--- src/rtl/alu_pkg.sv ---
`default_nettype none
// ============================================================================
// Module      : alu_pkg
// Description : Shared opcode, status-bit and FSM-state definitions for the
//               multi-cycle ALU and its iterative multiply/divide engine.
// Revision    : 1.0 - initial release
// ============================================================================
package alu_pkg;

    // Opcodes carried in alu_control[3:0]
    localparam logic [3:0] c_OP_AND = 4'b0000;
    localparam logic [3:0] c_OP_OR  = 4'b0001;
    localparam logic [3:0] c_OP_ADD = 4'b0010;
    localparam logic [3:0] c_OP_MUL = 4'b0011;
    localparam logic [3:0] c_OP_DIV = 4'b0100;
    localparam logic [3:0] c_OP_SUB = 4'b0110;
    localparam logic [3:0] c_OP_SLT = 4'b0111;

    // alu_control bit selecting unsigned MUL/DIV/SLT
    localparam int c_CTRL_UNSIGNED = 4;

    // Bit positions inside alu_status
    localparam int c_STAT_ZERO    = 7;
    localparam int c_STAT_OVF     = 6;
    localparam int c_STAT_CARRY   = 5;
    localparam int c_STAT_NEG     = 4;
    localparam int c_STAT_ILLEGAL = 3;
    localparam int c_STAT_DIVZ    = 2;

    // Control FSM states
    typedef enum logic [1:0] {
        ST_IDLE = 2'd0,
        ST_MUL  = 2'd1,
        ST_DIV  = 2'd2,
        ST_DONE = 2'd3
    } state_t;

endpackage
`default_nettype wire

--- src/rtl/alu_mc_muldiv.sv ---
`default_nettype none
// ============================================================================
// Module      : alu_mc_muldiv
// Description : Iterative engine: shift-add multiply or restoring divide, one
//               bit per cycle over WIDTH cycles. Signed operands are reduced to
//               magnitudes on start and the sign is re-applied on the final
//               cycle. done/result/overflow are valid in the last iteration
//               cycle so the caller can register them on that same edge.
// Revision    : 1.0 - initial release
// ============================================================================
module alu_mc_muldiv
    import alu_pkg::*;
#(
    parameter int WIDTH = 32
) (
    input  logic             clk,
    input  logic             reset,
    input  logic             start,
    input  logic             op_div,
    input  logic             is_signed,
    input  logic [WIDTH-1:0] operand_a,
    input  logic [WIDTH-1:0] operand_b,
    output logic             done,
    output logic [WIDTH-1:0] result,
    output logic             overflow
);

    localparam int             CNT_W  = $clog2(WIDTH + 1);
    localparam logic [CNT_W-1:0] c_LAST = CNT_W'(WIDTH - 1);

    logic                 r_busy;
    logic                 r_div;
    logic                 r_signed;
    logic                 r_neg;
    logic                 r_div_ovf;
    logic [CNT_W-1:0]     r_count;
    // Multiply: {partial product high, multiplier/product low}.
    // Divide:   {remainder, dividend shifting into quotient}.
    logic [2*WIDTH-1:0]   r_work;
    // Multiplicand or divisor magnitude
    logic [WIDTH-1:0]     r_operand;

    logic                 w_a_neg;
    logic                 w_b_neg;
    logic [WIDTH-1:0]     w_a_mag;
    logic [WIDTH-1:0]     w_b_mag;
    logic [WIDTH:0]       w_mul_sum;
    logic [WIDTH:0]       w_div_shift;
    logic [WIDTH:0]       w_div_diff;
    logic [2*WIDTH-1:0]   w_next;
    logic [2*WIDTH-1:0]   w_prod;
    logic [WIDTH-1:0]     w_quot;

    assign w_a_neg = is_signed & operand_a[WIDTH-1];
    assign w_b_neg = is_signed & operand_b[WIDTH-1];
    assign w_a_mag = w_a_neg ? (~operand_a + 1'b1) : operand_a;
    assign w_b_mag = w_b_neg ? (~operand_b + 1'b1) : operand_b;

    assign w_mul_sum   = {1'b0, r_work[2*WIDTH-1:WIDTH]}
                       + (r_work[0] ? {1'b0, r_operand} : {(WIDTH+1){1'b0}});
    assign w_div_shift = {r_work[2*WIDTH-1:WIDTH], r_work[WIDTH-1]};
    assign w_div_diff  = w_div_shift - {1'b0, r_operand};

    // One multiply or divide step applied to the working register
    always_comb begin
        w_next = r_work;
        if (r_div) begin
            if (!w_div_diff[WIDTH])
                w_next = {w_div_diff[WIDTH-1:0], r_work[WIDTH-2:0], 1'b1};
            else
                w_next = {w_div_shift[WIDTH-1:0], r_work[WIDTH-2:0], 1'b0};
        end else begin
            w_next = {w_mul_sum, r_work[WIDTH-1:1]};
        end
    end

    // Final sign correction and overflow, using the last step's outcome
    always_comb begin
        w_prod   = r_neg ? (~w_next + 1'b1) : w_next;
        w_quot   = r_neg ? (~w_next[WIDTH-1:0] + 1'b1) : w_next[WIDTH-1:0];
        result   = r_div ? w_quot : w_prod[WIDTH-1:0];
        done     = r_busy && (r_count == c_LAST);
        if (r_div)
            overflow = r_div_ovf;
        else if (r_signed)
            overflow = (w_prod[2*WIDTH-1:WIDTH] != {WIDTH{w_prod[WIDTH-1]}});
        else
            overflow = (w_prod[2*WIDTH-1:WIDTH] != {WIDTH{1'b0}});
    end

    // Load operands on start, then iterate until the last bit is processed
    always_ff @(posedge clk or posedge reset) begin
        if (reset) begin
            r_busy    <= 1'b0;
            r_div     <= 1'b0;
            r_signed  <= 1'b0;
            r_neg     <= 1'b0;
            r_div_ovf <= 1'b0;
            r_count   <= '0;
            r_work    <= '0;
            r_operand <= '0;
        end else if (start) begin
            r_busy    <= 1'b1;
            r_div     <= op_div;
            r_signed  <= is_signed;
            r_neg     <= w_a_neg ^ w_b_neg;
            // Only the signed MIN / -1 quotient cannot be represented
            r_div_ovf <= is_signed
                         && (operand_a == {1'b1, {(WIDTH-1){1'b0}}})
                         && (operand_b == {WIDTH{1'b1}});
            r_count   <= '0;
            r_work    <= {{WIDTH{1'b0}}, w_a_mag};
            r_operand <= w_b_mag;
        end else if (r_busy) begin
            r_work <= w_next;
            if (r_count == c_LAST)
                r_busy <= 1'b0;
            else
                r_count <= r_count + 1'b1;
        end
    end

endmodule
`default_nettype wire

--- src/rtl/alu_mc.sv ---
`default_nettype none
// ============================================================================
// Module      : alu_mc
// Description : Multi-cycle ALU with valid/ready handshakes on both sides.
//               Logic/add/sub/compare complete on the accept edge; multiply and
//               divide run in alu_mc_muldiv. Result and status are held in an
//               output register until the consumer accepts them.
// Revision    : 1.0 - initial release
// ============================================================================
module alu_mc
    import alu_pkg::*;
#(
    parameter int WIDTH = 32
) (
    input  logic             clk,
    input  logic             reset,
    input  logic             in_valid,
    output logic             in_ready,
    input  logic [WIDTH-1:0] alu_operand_1,
    input  logic [WIDTH-1:0] alu_operand_2,
    input  logic [5:0]       alu_control,
    output logic             out_valid,
    input  logic             out_ready,
    output logic [WIDTH-1:0] alu_result,
    output logic [7:0]       alu_status
);

    state_t            r_state;
    state_t            w_state_next;
    logic [WIDTH-1:0]  r_result;
    logic [7:0]        r_status;

    logic [3:0]        w_op;
    logic              w_unsigned;
    logic              w_unused_ctrl;
    logic              w_accept;
    logic              w_b_zero;
    logic              w_is_long;
    logic              w_start;
    logic              w_load_sc;
    logic              w_load_eng;

    logic [WIDTH-1:0]  w_b_eff;
    logic [WIDTH:0]    w_sum;
    logic              w_add_ovf;
    logic              w_slt;
    logic [WIDTH-1:0]  w_sc_result;
    logic              w_sc_ovf;
    logic              w_sc_carry;
    logic              w_sc_ill;
    logic              w_sc_dz;
    logic [7:0]        w_sc_status;

    logic              w_eng_done;
    logic [WIDTH-1:0]  w_eng_result;
    logic              w_eng_ovf;
    logic [7:0]        w_eng_status;

    assign w_op          = alu_control[3:0];
    assign w_unsigned    = alu_control[c_CTRL_UNSIGNED];
    assign w_unused_ctrl = alu_control[5];
    assign w_accept      = in_valid && (r_state == ST_IDLE);
    assign w_b_zero      = (alu_operand_2 == {WIDTH{1'b0}});
    // Divide by zero short-circuits to a one-cycle result
    assign w_is_long     = (w_op == c_OP_MUL) || ((w_op == c_OP_DIV) && !w_b_zero);

    // Shared adder: SUB is A + ~B + 1 so carry-out means "no borrow"
    assign w_b_eff   = (w_op == c_OP_SUB) ? ~alu_operand_2 : alu_operand_2;
    assign w_sum     = {1'b0, alu_operand_1} + {1'b0, w_b_eff}
                     + {{WIDTH{1'b0}}, (w_op == c_OP_SUB)};
    assign w_add_ovf = (alu_operand_1[WIDTH-1] == w_b_eff[WIDTH-1])
                    && (w_sum[WIDTH-1] != alu_operand_1[WIDTH-1]);
    assign w_slt     = w_unsigned ? (alu_operand_1 < alu_operand_2)
                                  : ($signed(alu_operand_1) < $signed(alu_operand_2));

    // Single-cycle result and raw flags, computed straight from the inputs
    always_comb begin
        w_sc_result = '0;
        w_sc_ovf    = 1'b0;
        w_sc_carry  = 1'b0;
        w_sc_ill    = 1'b0;
        w_sc_dz     = 1'b0;
        case (w_op)
            c_OP_AND: w_sc_result = alu_operand_1 & alu_operand_2;
            c_OP_OR:  w_sc_result = alu_operand_1 | alu_operand_2;
            c_OP_ADD, c_OP_SUB: begin
                w_sc_result = w_sum[WIDTH-1:0];
                w_sc_ovf    = w_add_ovf;
                w_sc_carry  = w_sum[WIDTH];
            end
            c_OP_SLT: w_sc_result = {{(WIDTH-1){1'b0}}, w_slt};
            c_OP_DIV: begin
                w_sc_result = {WIDTH{1'b1}};
                w_sc_dz     = 1'b1;
            end
            c_OP_MUL: w_sc_result = '0;
            default:  w_sc_ill    = 1'b1;
        endcase
    end

    // Pack status words; zero/negative always follow the final result
    always_comb begin
        w_sc_status                 = '0;
        w_sc_status[c_STAT_ZERO]    = (w_sc_result == {WIDTH{1'b0}});
        w_sc_status[c_STAT_OVF]     = w_sc_ovf;
        w_sc_status[c_STAT_CARRY]   = w_sc_carry;
        w_sc_status[c_STAT_NEG]     = w_sc_result[WIDTH-1];
        w_sc_status[c_STAT_ILLEGAL] = w_sc_ill;
        w_sc_status[c_STAT_DIVZ]    = w_sc_dz;
        w_eng_status                = '0;
        w_eng_status[c_STAT_ZERO]   = (w_eng_result == {WIDTH{1'b0}});
        w_eng_status[c_STAT_OVF]    = w_eng_ovf;
        w_eng_status[c_STAT_NEG]    = w_eng_result[WIDTH-1];
    end

    alu_mc_muldiv #(
        .WIDTH(WIDTH)
    ) u_muldiv (
        .clk       (clk),
        .reset     (reset),
        .start     (w_start),
        .op_div    (w_op == c_OP_DIV),
        .is_signed (!w_unsigned),
        .operand_a (alu_operand_1),
        .operand_b (alu_operand_2),
        .done      (w_eng_done),
        .result    (w_eng_result),
        .overflow  (w_eng_ovf)
    );

    // FSM state register
    always_ff @(posedge clk or posedge reset) begin
        if (reset)
            r_state <= ST_IDLE;
        else
            r_state <= w_state_next;
    end

    // FSM next-state logic
    always_comb begin
        w_state_next = r_state;
        case (r_state)
            ST_IDLE: begin
                if (w_accept) begin
                    if (w_op == c_OP_MUL)
                        w_state_next = ST_MUL;
                    else if ((w_op == c_OP_DIV) && !w_b_zero)
                        w_state_next = ST_DIV;
                    else
                        w_state_next = ST_DONE;
                end
            end
            ST_MUL, ST_DIV: if (w_eng_done) w_state_next = ST_DONE;
            ST_DONE:        if (out_ready)  w_state_next = ST_IDLE;
            default:        w_state_next = ST_IDLE;
        endcase
    end

    // FSM outputs: handshakes, engine start and output-register load enables
    always_comb begin
        in_ready   = (r_state == ST_IDLE);
        out_valid  = (r_state == ST_DONE);
        w_start    = w_accept && w_is_long;
        w_load_sc  = w_accept && !w_is_long;
        w_load_eng = ((r_state == ST_MUL) || (r_state == ST_DIV)) && w_eng_done;
    end

    // Output registers, held until the next operation completes
    always_ff @(posedge clk or posedge reset) begin
        if (reset) begin
            r_result <= '0;
            r_status <= '0;
        end else if (w_load_sc) begin
            r_result <= w_sc_result;
            r_status <= w_sc_status;
        end else if (w_load_eng) begin
            r_result <= w_eng_result;
            r_status <= w_eng_status;
        end
    end

    assign alu_result = r_result;
    assign alu_status = r_status;

endmodule
`default_nettype wire

--- config.mk ---
export PLATFORM = sky130hd
export DESIGN_NAME = alu_mc
export DESIGN_NICKNAME = d
export VERILOG_FILES = /design/src/rtl/alu_pkg.sv /design/src/rtl/alu_mc_muldiv.sv /design/src/rtl/alu_mc.sv
export SDC_FILE = /design/constraint.sdc
export NUM_CORES = 1
export LEC_CHECK = 0
export CORE_MARGIN = 1
export CORE_UTILIZATION = 40
export DETAILED_ROUTE_END_ITERATION = 10
export SLEW_MARGIN = 20
export SYNTH_ARGS = -nofsm -noshare
export SYNTH_HDL_FRONTEND = slang
export SYNTH_SLANG_ARGS = --single-unit
--- constraint.sdc ---
create_clock -name clk -period 6.6 [get_ports clk]
set_input_delay 0.66 -clock clk [delete_from_list [all_inputs] [get_ports clk]]
set_output_delay 0.66 -clock clk [all_outputs]
set_load 0.02 [all_outputs]
==> impl_results.md, run 1 <==
- Crit path DAT: 7.13 ns
- Max stage delay on crit path: about 0.58 ns
- CP most frequent cell: o21ai_1
- First-pass GRT wire length: 107 mm
- Tmin final: ~6.8 ns
- FF-to-FF Start: u_muldiv.r_operand[19]$_DFFE_PP0P_
- Worst slew margin: 30.9%
- Post-synth EDFFs: 0
- Largest family of logic cells by synthesized area: compound AO/OA/AOI/OAI gates
- Area grow syn2layout: 22.4%
- Share of layout cells above drive strength 1: 14.3%
- CTS clk-pin slew, worst paths: 0.07 ns
- DIE WIDTH: roughly 220 um
- Setup ws final: -0.155 ns
- Antenna violations before repair: 0
- Ports: 116
- Filler cell count: 4445
- CTS buffer count: 17
- Simple-gate share of the synthesized area: about a fifth
- Top cell type by total area after synthesis: dfrtp_1
- CTS tree: done
- Die height: ~220 um
- Crit path launch type: register
- Mux contribution to synthesized area: 3.63%
- Overall routing resource usage: 29.4%
- Crit Path Max Fanout: 3
- Initial DRC count: between 1500 and 2000
- Setup TNS: -0.155 ns
- RSZ-0062 raised after global routing: yes
- Ys async rst share: 100%
- Least-Margin Pin Slew: 1.04 ns
- Synth area leaders: dfrtp_1, ha_1, xnor2_1
- XOR/XNOR Fraction of Synth Area: 10.7%
- R2R setup slack: -0.15 ns
- Leakage: ~9.9 nW
- Post-synthesis sequential area ratio: a little under 20%
- Routability cong.: 0.957
- Mean Syn Cell Area: around 7.7 um2
- Clock Skews: 0.0149 ns
- Violated checks: setup timing
- Nets: 2955
- Hold WS: roughly 0.51 ns
- Storage element area: 0.00366 mm2
- Vias in the first global route: 19000
- GRT overflow: 0
- Final WL: 69.1 mm
- R2r endpoint: alu_status[6]$_DFFE_PP0P_
- Yosys Warn Count: 0
- Critical path capture point: alu_status[6]$_DFFE_PP0P_
- P per Cell Area: between 500 and 600 mW/mm2
- Top FF cell, synth: dfrtp_1
- Post-Synth Adder-Cell Area: between 10 and 15%
- Final hold vios: 0
- Worst Setup SP: u_muldiv.r_operand[19]$_DFFE_PP0P_
- Post-Layout Cell Count: 3293
- WS Path Type: register to register
- Die Area: 0.0473 mm2
- H-tree levels: 4
- Largest net degree at the start of global routing: 84
- Crit. End Element: register
- Cell variety after synth: 96
- CTS sink cnt: roughly 150
- Synthesized area: 0.0186 mm2
- Slowest CP cell: or4b_4
- Dpl ws: -0.392 ns
- Hpwl dp: 55.1 mm
- VDD IR max: around 0.28 mV
- Port Buf Inserts: 112
- Required @ worst endpoint: between 6 and 7 ns
- Hold_buf cts: 0
- CTS max path bufs: 2
- Max-cap violations: 0
- Area of the multi-input gates: 0.0140 mm2
- Residual DRC: 0
- Wire per inst: 21.0 um
- Placed cells: roughly 3300
- Routed vias: 19300
- # setup viols final: 1
- Status: finished with violations
- Compound-Gate Fraction of Synth Area: 26.0%
- Drt via density: 5.86
- Drt pass-1 iters: 6
- Worst skew pair latency: a little under 0.5 ns
- Worst hold path type: register to register
- Root buffer cell: clkbuf_16
- Slew Limit Fails: 0
- N_diodes: 0
- Top-area cell type share of the netlist area: 19.7%
- Fmax: around 150 MHz
- Cell count after synthesis: 2410
- FP Rows: 78
- Initial Util: around 40%
- Core footprint: approximately 0.046 mm2
- Flops & latches, synth: 146
- Final ANT Viol Nets: 0
- Ratio of final minimum period to clock period: 102%
- Cells on worst reg2reg path: 29
[metal layers]
layer	vias up	wire length [um]	global-route usage, %
li1	9272	-	-
met1	9260	30900	39.1
met2	652	31500	47.1
met3	128	4140	4.39
met4	0	2510	12.2
met5	-	0	0
[cell type report]
class / instances / area share [%]
Inverter: 165 / 2.75
Multi-Input combinational cell: 1979 / 61.6
Clock inverter: 15 / 0.760
Sequential cell: 146 / 16.1
Tap cell: 600 / 3.30
Clock buffer: 17 / 1.87
Timing Repair Buffer: 371 / 13.6
[registers in the layout, summed over array words and instances, names as in the netlist]
register / cells
u_muldiv.r_div: 1
u_muldiv.r_signed: 1
u_muldiv.r_count: 6
alu_status: 6
u_muldiv.r_operand: 32
u_muldiv.r_neg: 1
u_muldiv.r_busy: 1
r_state: 2
u_muldiv.r_div_ovf: 1
alu_result: 31
u_muldiv.r_work: 64
[through the flow]
| step | total power, W | utilization [%] | cell area [um2] |
|---|---|---|---|
| global placement | 0.0119 | 48.0 | 21900 |
| floorplan | 0.00852 | - | 18600 |
| CTS | 0.0131 | 49.4 | 22500 |
| detailed placement | 0.0119 | 48.0 | 21900 |
| global route | 0.0144 | 49.8 | 22700 |
| finish | 0.0134 | 49.8 | 22700 |
[kinds of logic after synthesis]
| family | Yosys count |
|---|---|
| xor gates and xnor gates | 227 |
| AOI/OAI and AO/OA | 747 |
| DFF | 146 |
| other | 1 |
| buffers and inverters | 286 |
| muxes | 66 |
| adders and majority gates | 201 |
| and+or+nand+nor | 736 |
[power by group]
group / switching [W] / internal, W / leakage, nW / total [W]
sequential: 0.000451 / 0.00136 / 1.70 / 0.00181
clock: 0.000471 / 0.000567 / 0.289 / 0.00104
combinational: 0.00622 / 0.00436 / 7.90 / 0.0106
[cells in the final DEF (no fill, tap or decap), types with 6 or more instances in the layout]
master / synthesis / layout
o21a_1: 11 / 11
inv_6: 0 / 6
and3_1: 13 / 13
and4_1: 10 / 10
clkbuf_16: 0 / 17
a2111oi_0: 13 / 10
o31ai_1: 37 / 36
a21oi_1: 196 / 195
nor4_1: 29 / 26
inv_1: 161 / 159
a21o_1: 39 / 39
o21ai_0: 176 / 175
o211ai_1: 46 / 46
o21ai_1: 7 / 8
o221ai_1: 12 / 12
nand4_1: 34 / 34
xor2_1: 51 / 51
mux2i_1: 56 / 56
xnor2_1: 176 / 174
clkdlybuf4s50_1: 0 / 112
mux2_2: 9 / 8
nand2_1: 209 / 207
or3_1: 25 / 24
nand2b_1: 18 / 18
a31oi_1: 42 / 41
and2_1: 41 / 41
a211oi_1: 54 / 53
or2_2: 6 / 6
nor2_1: 188 / 182
o21bai_1: 24 / 24
nor2b_1: 16 / 16
a31o_2: 6 / 6
nor3_1: 52 / 49
dfrtp_1: 146 / 143
ha_1: 198 / 196
or4_1: 13 / 13
nand3_1: 47 / 44
buf_4: 7 / 257
a311oi_1: 9 / 8
[repair_timing]
item | in CTS | in global routing
gates resized for setup | 7 | 25
setup endpoints to repair | 1 | 3
buffers inserted | 2 | 8
pin swaps | 9 | 26
[worst min-delay path by stage]
stage	from	to	slack, ns	depth (start not counted)
2_1_floorplan	u_muldiv.r_operand[31]$_DFFE_PP0P_	u_muldiv.r_operand[31]$_DFFE_PP0P_	0.46	2
3_3_place_gp	r_state[1]$_DFFE_PP0P_	r_state[1]$_DFFE_PP0P_	0.49	1
3_5_place_dp	alu_status[2]$_DFFE_PP0P_	alu_status[2]$_DFFE_PP0P_	0.51	2
4_1_cts	alu_status[2]$_DFFE_PP0P_	alu_status[2]$_DFFE_PP0P_	0.52	2
5_1_grt	r_state[1]$_DFFE_PP0P_	r_state[1]$_DFFE_PP0P_	0.53	1
6_report	alu_status[2]$_DFFE_PP0P_	alu_status[2]$_DFFE_PP0P_	0.51	2
[synth_stat cells, types with 37 or more instances]
master	n
and2_1	41
a21oi_1	196
o31ai_1	37
a21o_1	39
o21ai_0	176
inv_1	161
xnor2_1	176
a31oi_1	42
nor2_1	188
nand2_1	209
o211ai_1	46
nor3_1	52
dfrtp_1	146
ha_1	198
clkbuf_1	84
mux2i_1	56
a211oi_1	54
xor2_1	51
nand3_1	47
[worst max-delay path, delay by kind of cell (launching register included)]
family                   cells  cell delay, ns
AO/OA/AOI/OAI               10            2.15
buffers and inverters        3            0.35
flip-flops                   1            0.39
XOR/XNOR                     1            0.22
adder cells (fa/ha/maj)      2            0.36
AND/OR/NAND/NOR             13            3.16
(Power assumes the default switching activity.)
==> run 2: changes to the inputs <==
--- a/config.mk
+++ b/config.mk
@@ -5,6 +5,7 @@
 export SDC_FILE = /design/constraint.sdc
 export NUM_CORES = 1
 export LEC_CHECK = 0
+export ABC_AREA = 1
 export CORE_MARGIN = 1
 export CORE_UTILIZATION = 40
 export DETAILED_ROUTE_END_ITERATION = 10
==> run 2 against run 1 <==
Compared with the run above: the run now ends clean; sequential power down 3%; non-clock buffer count shrank 231; combinational power hardly changed; first-iteration DRC count increased by 21%; hold slack got worse by 0.021 ns; critical path depth increased by 12; largest power group unchanged.
==> impl_results.md, run 2 <==
- Status: finished clean
- Root buffer cell: clkbuf_16
- Crit path launch type: register
- Final WL: 83.4 mm
- Synth cell count leaders: nand2_1, inv_1, nor2_1
- N_diodes: 0
- Hpwl dp: 68.3 mm
- Dpl ws: 0.755 ns
- VDD IR max: roughly 0.28 mV
- PostCTS Resize Cnt: 0
- Overall routing resource usage: 31.7%
- Max-cap violations: 0
- H-tree levels: 4
- Nets: ~3800
- Post-CTS Setup Bufs: 0
- Cell variety after synth: 66
- Max stage delay on crit path: 0.38 ns
- Vias in the first global route: 21700
- Ys async rst share: 100%
- Post-synthesis sequential area ratio: 17.6%
- CTS buffer count: 17
- Initial Util: 40.5%
- Largest net degree at the start of global routing: 74
- Most frequent cell after synthesis: nand2_1
- Antenna violations before repair: 0
- Most common cell after layout, fill and taps aside: nand2_1
- Drt via density: approximately 5.4
- First-pass GRT wire length: 127 mm
- Worst slew margin: around 22%
- Port Buf Inserts: 112
- Wire per inst: 20.0 um
- Most frequent cells in the layout: nand2_1, inv_1, nor2_1, nand3_1, ha_1
- Synth area leaders: nand2_1, dfrtp_1, ha_1
- Slowest CP cell: fa_1
- CP most frequent cell: nand2_1
- Synthesized area: around 0.021 mm2
- Routability cong.: 1.05
- CTS max path bufs: 2
- GRT overflow: 0
- CTS clk-pin slew, worst paths: around 0.08 ns
- RSZ-0062 raised after global routing: no
- # setup viols final: 0
- Share of layout cells above drive strength 1: 5.69%
- Setup ws final: between 0.6 and 0.7 ns
- Slew Limit Fails: 0
- Largest register FFs: 64
- DIE WIDTH: around 230 um
- Crit. End Element: register
- Drt pass-1 iters: 9
- Yosys Warn Count: 0
- Die Area: 0.0529 mm2
- WS Path Type: register to register
- Top-area cell type share of the netlist area: a little under a fifth
- Top cell type by total area after synthesis: nand2_1
- Tmin final: 5.91 ns
- Pwr Total: ~0.013 W
- Residual DRC: 0
- Least-Margin Pin Slew: roughly 1.2 ns
- Ratio of final minimum period to clock period: 89.5%
- Hold_buf cts: 0
- Die height: around 230 um
- Area grow syn2layout: 11.3%
- Met2 WL: 37.9 mm
- Worst hold path type: register to register
- Top FF cell, synth: dfrtp_1
- Required @ worst endpoint: 6.98 ns
- CTS sink cnt: around 150
- CTS tree: done
- Setup TNS: 0 ns
- Routed vias: 22500
- Core Util, Final: 45.1%
- P per Cell Area: about 570 mW/mm2
- Mean Syn Cell Area: 6.10 um2
- Max Used Layer: met4
- Clock Skews: approximately 0.015 ns
- Final ANT Viol Nets: 0
- Fmax: 169 MHz
- Crit Path Max Fanout: 11
- Initial DRC count: 2016
- Met3 Wirelength: 4.45 mm
- Worst skew pair latency: 0.49 ns
- Hold WS: just under 0.5 ns
- Crit path DAT: 6.28 ns
- Post-synth EDFFs: 0
- Leakage: about 12 nW
- Final hold vios: 0
- Flops & latches, synth: 146
- Largest Register: u_muldiv.r_work
- Core footprint: 0.0514 mm2
- Cell count after synthesis: 3414
- FP Rows: 83
- Met1 wire length: 35.5 mm
- Ports: roughly 120
run 2: cell count changes in the layout (fill, tap and decap cells not counted), moves of 39 or more:
cell      change
buf_4       -229
nand2_1     +801
inv_1       +327
mux2i_1      -55
nand3_1     +161
xor2_1       +84
a211oi_1     -47
nor2_1      +118
xnor2_1     -162
and2_1       -39
run 2: per-stage QoR:
stage	instances	cell area [um2]
2_1_floorplan	3415	20800
3_3_place_gp	4143	22600
3_5_place_dp	4143	22600
4_1_cts	4175	23200
5_1_grt	4175	23200
6_report	4175	23200
run 2: area by class of cell:
cell class              instances  area (um2)
multi-input cells            2664       14800
well taps                     680         851
fillers                      5608       28200
clock inverters                15         178
flip-flops and latches        146        3660
repair buffers                140        1330
clock buffers                  17         425
inverters                     513        1930
run 2: final timing paths:
check	start	to	slack, ns	depth (start not counted)
worst min register to register	alu_status[7]$_DFFE_PP0P_	alu_status[7]$_DFFE_PP0P_	0.49	2
worst max register to register	u_muldiv.r_work[31]$_DFFE_PP0P_	alu_status[6]$_DFFE_PP0P_	0.69	41
max in group asynchronous	reset	u_muldiv.r_neg$_DFFE_PP0P_	4.75	3
worst min-delay path	alu_status[7]$_DFFE_PP0P_	alu_status[7]$_DFFE_PP0P_	0.49	2
worst max-delay path	u_muldiv.r_work[31]$_DFFE_PP0P_	alu_status[6]$_DFFE_PP0P_	0.69	41
min in group asynchronous	reset	u_muldiv.r_count[0]$_DFFE_PP0P_	0.53	2
run 2: cell families after synthesis:
logic type	synth area share (%)
simple gates	36.9
buf+inv	11.5
compound gates	15.7
fa+ha+maj	12.2
xor+xnor	6.19
flops	17.6
other cells	0.0180
mux	0.0481
run 2: routing by layer:
metal  GRT usage (%)  up-vias
met5               0        -
met4            19.9        0
met3            3.10      171
met2            51.7      763
met1            40.1    10400
li1                -    11200
run 2: critical path: cells and delay by family (launching register included):
kind | cells | cell delay, ns
adder cells (fa/ha/maj) | 3 | 0.75
AND/OR/NAND/NOR | 34 | 4.14
AO/OA/AOI/OAI | 1 | 0.08
buffers and inverters | 3 | 0.42
flip-flops | 1 | 0.36
run 2: report_power, final:
part           internal [W]  total (W)  switching [W]  leakage (nW)
registers           0.00131    0.00176       0.000454          1.82
logic               0.00318     0.0104        0.00725          9.75
clock network      0.000511    0.00102       0.000506         0.291
total               0.00500     0.0132        0.00821          11.9
